## config.mk

```make
export PLATFORM = sky130hd
export DESIGN_NAME = shot_responder
export DESIGN_NICKNAME = d
export VERILOG_FILES = /design/src/rtl/shot_responder.sv
export SDC_FILE = /design/constraint.sdc
export NUM_CORES = 1
export LEC_CHECK = 0
export BUFFER_PORTS_ARGS = -buffer_cell sky130_fd_sc_hd__buf_2
export CAP_MARGIN = 25
export CORE_MARGIN = 1.5
export CORE_UTILIZATION = 45
export DETAILED_ROUTE_END_ITERATION = 16
export PLACE_DENSITY = 0.65
export SYNTH_ARGS = -nofsm -noshare
export SYNTH_HDL_FRONTEND = slang
export SYNTH_SLANG_ARGS = --single-unit
export TNS_END_PERCENT = 100
```

## constraint.sdc

```tcl
create_clock -name clk -period 3.4 [get_ports clk]
set_input_delay 0.51 -clock clk [delete_from_list [all_inputs] [get_ports clk]]
set_output_delay 0.51 -clock clk [all_outputs]
set_load 0.1 [all_outputs]
```

## src/rtl/shot_responder.sv

```systemverilog
// Battleship shot responder: holds this side's board, accepts opponent shots,
// and answers hit / repeat / off-board until every ship cell has been sunk.
module shot_responder #(
    parameter int BOARD_N    = 10,
    parameter int SHIP_CELLS = 20
) (
    input  logic       clk,
    input  logic       rst,
    input  logic       place_en,
    input  logic [7:0] place_pos,
    input  logic       arm,
    input  logic       shot_valid,
    input  logic [7:0] shot_pos,
    output logic       shot_ready,
    output logic       answer_valid,
    output logic       answer_hit,
    output logic       answer_repeat,
    output logic       answer_bad,
    input  logic       answer_ack,
    output logic       my_turn,
    output logic [6:0] placed_cnt,
    output logic [6:0] cells_left,
    output logic       all_sunk,
    output logic [3:0] state_led
);

    localparam int CELLS = BOARD_N * BOARD_N;
    localparam int IW    = $clog2(CELLS);

    typedef enum logic [2:0] {PLACE, ARMED, LOOKUP, RESPOND, DEFEAT} state_t;

    state_t           state;
    logic [CELLS-1:0] ship_map;
    logic [CELLS-1:0] shot_map;
    logic [7:0]       shot_cap;
    logic             fresh_miss;

    logic [IW-1:0]    place_idx;
    logic [IW-1:0]    shot_idx;
    logic             place_ok;
    logic             shot_in;

    function automatic logic in_board(input logic [7:0] pos);
        return (int'(pos[7:4]) < BOARD_N) && (int'(pos[3:0]) < BOARD_N);
    endfunction

    function automatic logic [IW-1:0] cell_index(input logic [7:0] pos);
        return IW'(int'(pos[7:4]) * BOARD_N + int'(pos[3:0]));
    endfunction

    // Off-board coordinates produce a meaningless index; in_board gates every use.
    assign place_idx = cell_index(place_pos);
    assign place_ok  = in_board(place_pos) && !ship_map[place_idx];
    assign shot_idx  = cell_index(shot_cap);
    assign shot_in   = in_board(shot_cap);

    always_ff @(posedge clk) begin
        if (rst) begin
            state         <= PLACE;
            ship_map      <= '0;
            shot_map      <= '0;
            shot_cap      <= '0;
            placed_cnt    <= '0;
            cells_left    <= '0;
            answer_valid  <= 1'b0;
            answer_hit    <= 1'b0;
            answer_repeat <= 1'b0;
            answer_bad    <= 1'b0;
            fresh_miss    <= 1'b0;
        end else begin
            case (state)
                PLACE: begin
                    if (place_en && place_ok) begin
                        ship_map[place_idx] <= 1'b1;
                        placed_cnt          <= placed_cnt + 7'd1;
                    end
                    // Compares the count before any same-cycle placement lands.
                    if (arm && placed_cnt == 7'(SHIP_CELLS)) begin
                        state      <= ARMED;
                        cells_left <= 7'(SHIP_CELLS);
                    end
                end
                ARMED: begin
                    if (shot_valid) begin
                        shot_cap <= shot_pos;
                        state    <= LOOKUP;
                    end
                end
                LOOKUP: begin
                    answer_valid  <= 1'b1;
                    answer_hit    <= 1'b0;
                    answer_repeat <= 1'b0;
                    answer_bad    <= 1'b0;
                    fresh_miss    <= 1'b0;
                    if (!shot_in) begin
                        answer_bad <= 1'b1;
                    end else if (shot_map[shot_idx]) begin
                        answer_repeat <= 1'b1;
                        answer_hit    <= ship_map[shot_idx];
                    end else begin
                        shot_map[shot_idx] <= 1'b1;
                        answer_hit         <= ship_map[shot_idx];
                        fresh_miss         <= !ship_map[shot_idx];
                        if (ship_map[shot_idx] && cells_left != 7'd0)
                            cells_left <= cells_left - 7'd1;
                    end
                    state <= RESPOND;
                end
                RESPOND: begin
                    if (answer_ack) begin
                        answer_valid  <= 1'b0;
                        answer_hit    <= 1'b0;
                        answer_repeat <= 1'b0;
                        answer_bad    <= 1'b0;
                        fresh_miss    <= 1'b0;
                        state         <= (cells_left == 7'd0) ? DEFEAT : ARMED;
                    end
                end
                DEFEAT: begin
                    state <= DEFEAT;
                end
                default: state <= PLACE;
            endcase
        end
    end

    assign shot_ready = (state == ARMED);
    assign all_sunk   = (state == DEFEAT);
    assign my_turn    = (state == RESPOND) && answer_ack && fresh_miss;

    always_comb begin
        state_led = 4'b0001;
        case (state)
            PLACE:           state_led = 4'b0001;
            ARMED:           state_led = 4'b0010;
            LOOKUP, RESPOND: state_led = 4'b0100;
            DEFEAT:          state_led = 4'b1000;
            default:         state_led = 4'b0001;
        endcase
    end

endmodule
```

==> metrics.txt <==
CP Class reg2reg; RR Startpoint shot_cap[1]; I/O pins 47; Warnings, synthesis 0; FF-to-FF path depth 13; Max rail drop VDD 432.6 uV; DRC 0; r2r setup slk -0.33 ns; Tightest Pin Transition 0.9523 ns; Hold Path Class in2reg; vias in the first global route 10025; DIE AREA 26780 sq um; post-route ant nets 0; H-tree levels 1; RSZ-0062 raised after global routing yes; pre-CTS WS -0.4202 ns; dominant cells by area after synthesis dfxtp_1, mux4_2, o32ai_1; maximum capacitance violations 0; Starting Density 0.4599; Distinct cells, synth 72; placed wire-length estimate 23270 um; CP Capture Type flip-flop; Mapped Avg Cell Area 9.160 sq um; grt ovf 0; Synth top area share 0.3964; hold path depth 3; Async S/R FF share, synth 0; clock latency on the worst-skew pair 0.54 ns; Final #Nets 1436; Vias/cell 6.039; share of cells above drive strength 1 0.2362; critical path required time 3.85 ns; # diodes 0; Fmax 0.2681 GHz; min Tclk post-route 3.730 ns; Hold Path End shot_cap[6]; GRT Resource Usage Total 0.2572; drt first pass iters 7; row count 58; Core Area 25250 sq um; PD cells 427.3 nW/um^2; height of the chip 163.7 um; hold_ws 0.2105 ns; FF+latch area 4608 sq um; total CTS buffers 25; Final Wtd Congestion 0.8984; startpoint types flip-flop; Tot Pwr 6.054 mW; violated checks negative setup slack; final setup TNS -29.28 ns; final setup margin -0.3297 ns; hold path start shot_pos[6]; Starting DRT DRC Count 1051; buffer depth of the longest clock path 3; first-pass GRT wire length 54620 um; final setup fails 108; Max-slew headroom 0.3593; Vias 10508; status finished with violations; number of flops mapped to enable cells by yosys 0; CTS tree yes; Leakage 4.794 nW; Worst EP arrival 4.18 ns; Layout area overhead 21.98%; clk_skew 0.008265 ns; pin count of the biggest net entering global routing 76; final hold violations 0; initial antenna violation count 0; CTS Root Buffer Type clkbuf_16; die width 163.7 um; fin crit share 1.097; number of port buffers 46; # fillers 2289; Yosys top cell by area dfxtp_1; area occupied by multi-input gates 5921 sq um; critical path fanouts, max 11; routed len/inst 20.15 um; clock net sink count 230; sequential share of the synthesized area 0.3964; Netlist Area Pre-Place 11610 sq um; Syn Nets 1310; RR Endpoint shot_map[95]; flops & latches, synth 230; Synth Flop Type dfxtp_1; Syn Inst Count 1268; Clock transition at path regs 0.06 ns; Routed Wire Length 35070 um; Max Slew Vio Count 0
## layout make-up
class | instances | share of cell area
Timing Repair Buffer | 197 | 0.1118
Clock inverter | 6 | 0.006712
Multi-Input combinational cell | 720 | 0.4179
Inverter | 220 | 0.05829
Tap cell | 330 | 0.02914
Sequential cell | 230 | 0.3253
Clock buffer | 37 | 0.05087
## worst max-delay path: stages (launching register included)
cell       delay [ns]
dfxtp_2          0.34
ha_4             0.16
fa_4             0.89
buf_8            0.16
mux2i_2          0.23
o221ai_2         0.12
a221o_1          0.41
a2111oi_4        0.38
a211oi_2         0.11
a31oi_4          0.22
buf_12           0.16
nand3_1          0.12
buf_6            0.19
o22ai_1          0.15
## state kept, by name (all words and copies together), names as in the netlist
name and count:
answer_repeat 1, cells_left 7, answer_hit 1, shot_map 100, answer_bad 1, placed_cnt 7
state 3, ship_map 100, fresh_miss 1, shot_cap 8, answer_valid 1
## placed cells by master (no fill, tap or decap), types with 4 or more instances in the layout
cell,Yosys,layout
a211oi_1,4,4
a21o_1,6,6
a21oi_1,25,23
a221o_1,6,6
a221oi_1,8,6
a22o_1,10,10
a22oi_1,14,14
a31oi_1,11,11
and2_1,6,6
buf_12,0,10
buf_2,23,45
buf_4,14,124
buf_6,6,16
clkbuf_1,51,7
clkbuf_16,0,25
clkbuf_8,0,5
dfxtp_1,230,227
ha_1,16,15
inv_1,218,218
mux2_2,15,15
mux2i_1,37,36
mux4_2,40,40
nand2_1,68,67
nand2b_1,18,18
nand3_1,27,24
nand3b_1,5,5
nand4_1,7,7
nor2_1,44,43
nor2b_1,7,6
nor3_1,16,14
o2111a_1,4,4
o21ai_0,30,27
o221ai_1,6,5
o22ai_1,106,98
o22ai_2,0,8
o31ai_1,11,10
o32ai_1,100,100
or4_1,5,5
xnor2_1,6,5
xor2_1,7,6
## metrics by stage
stage               utilization  instances  area [sq um]
global route             0.5610       1740         14170
finish                   0.5610       1740         14170
floorplan                     -       1268         11620
detailed placement       0.5136       1687         12970
global placement         0.5136       1687         12970
CTS                      0.5544       1737         14000
## cells by family after synthesis
logic type | share of synthesized area
AOI/OAI and AO/OA | 0.2376
xor gates and xnor gates | 0.009803
adders and majority gates | 0.02413
buffers and inverters | 0.1136
DFF | 0.3964
muxes | 0.1240
and+or+nand+nor | 0.09437
## cells in the mapped netlist (7+ instances only)
cell,count
a21oi_1,25
a221oi_1,8
a22o_1,10
a22oi_1,14
a31oi_1,11
buf_2,23
buf_4,14
clkbuf_1,51
dfxtp_1,230
ha_1,16
inv_1,218
mux2_2,15
mux2i_1,37
mux4_2,40
nand2_1,68
nand2b_1,18
nand3_1,27
nand4_1,7
nor2_1,44
nor2b_1,7
nor3_1,16
o21ai_0,30
o22ai_1,106
o31ai_1,11
o32ai_1,100
xor2_1,7
## power by group
| part | leakage (nW) | switching (mW) | total (mW) | internal (mW) |
|---|---|---|---|---|
| combinational | 2.54 | 0.380 | 0.610 | 0.231 |
| sequential | 1.85 | 0.00554 | 2.71 | 2.70 |
| clock | 0.402 | 1.12 | 2.74 | 1.62 |
| total | 4.79 | 1.51 | 6.05 | 4.55 |
## how the worst max path moves through the flow
stage	startpoint	cells past startpoint	end	slack [ns]
floorplan	place_pos[1]	13	placed_cnt[5]	0.04
global placement	shot_cap[1]	13	cells_left[4]	-0.39
detailed placement	shot_cap[1]	11	cells_left[2]	-0.42
CTS	shot_cap[1]	13	shot_map[80]	-0.33
global route	shot_cap[1]	13	shot_map[31]	-0.43
finish	shot_cap[1]	13	shot_map[95]	-0.33
## routing by layer
metal / routed length [um] / global-route usage / part of all wire / vias up
li1: - / - / - / 4912
met1: 15650 / 0.3545 / 0.45 / 5193
met2: 16230 / 0.4066 / 0.46 / 327
met3: 2017 / 0.03961 / 0.058 / 76
met4: 1171 / 0.09298 / 0.033 / 0
met5: 0 / 0 / 0 / -
## timing repair
action / 4_1_cts / 5_1_grt
pin swaps: 9 / 9
setup buffers: 6 / 2
endpoints found under the setup margin: 110 / 110
gates cloned: 1 / 1
gates resized for setup: 34 / 26
hold buffers: 0 / 0
Power figures use the tool's default switching activity.
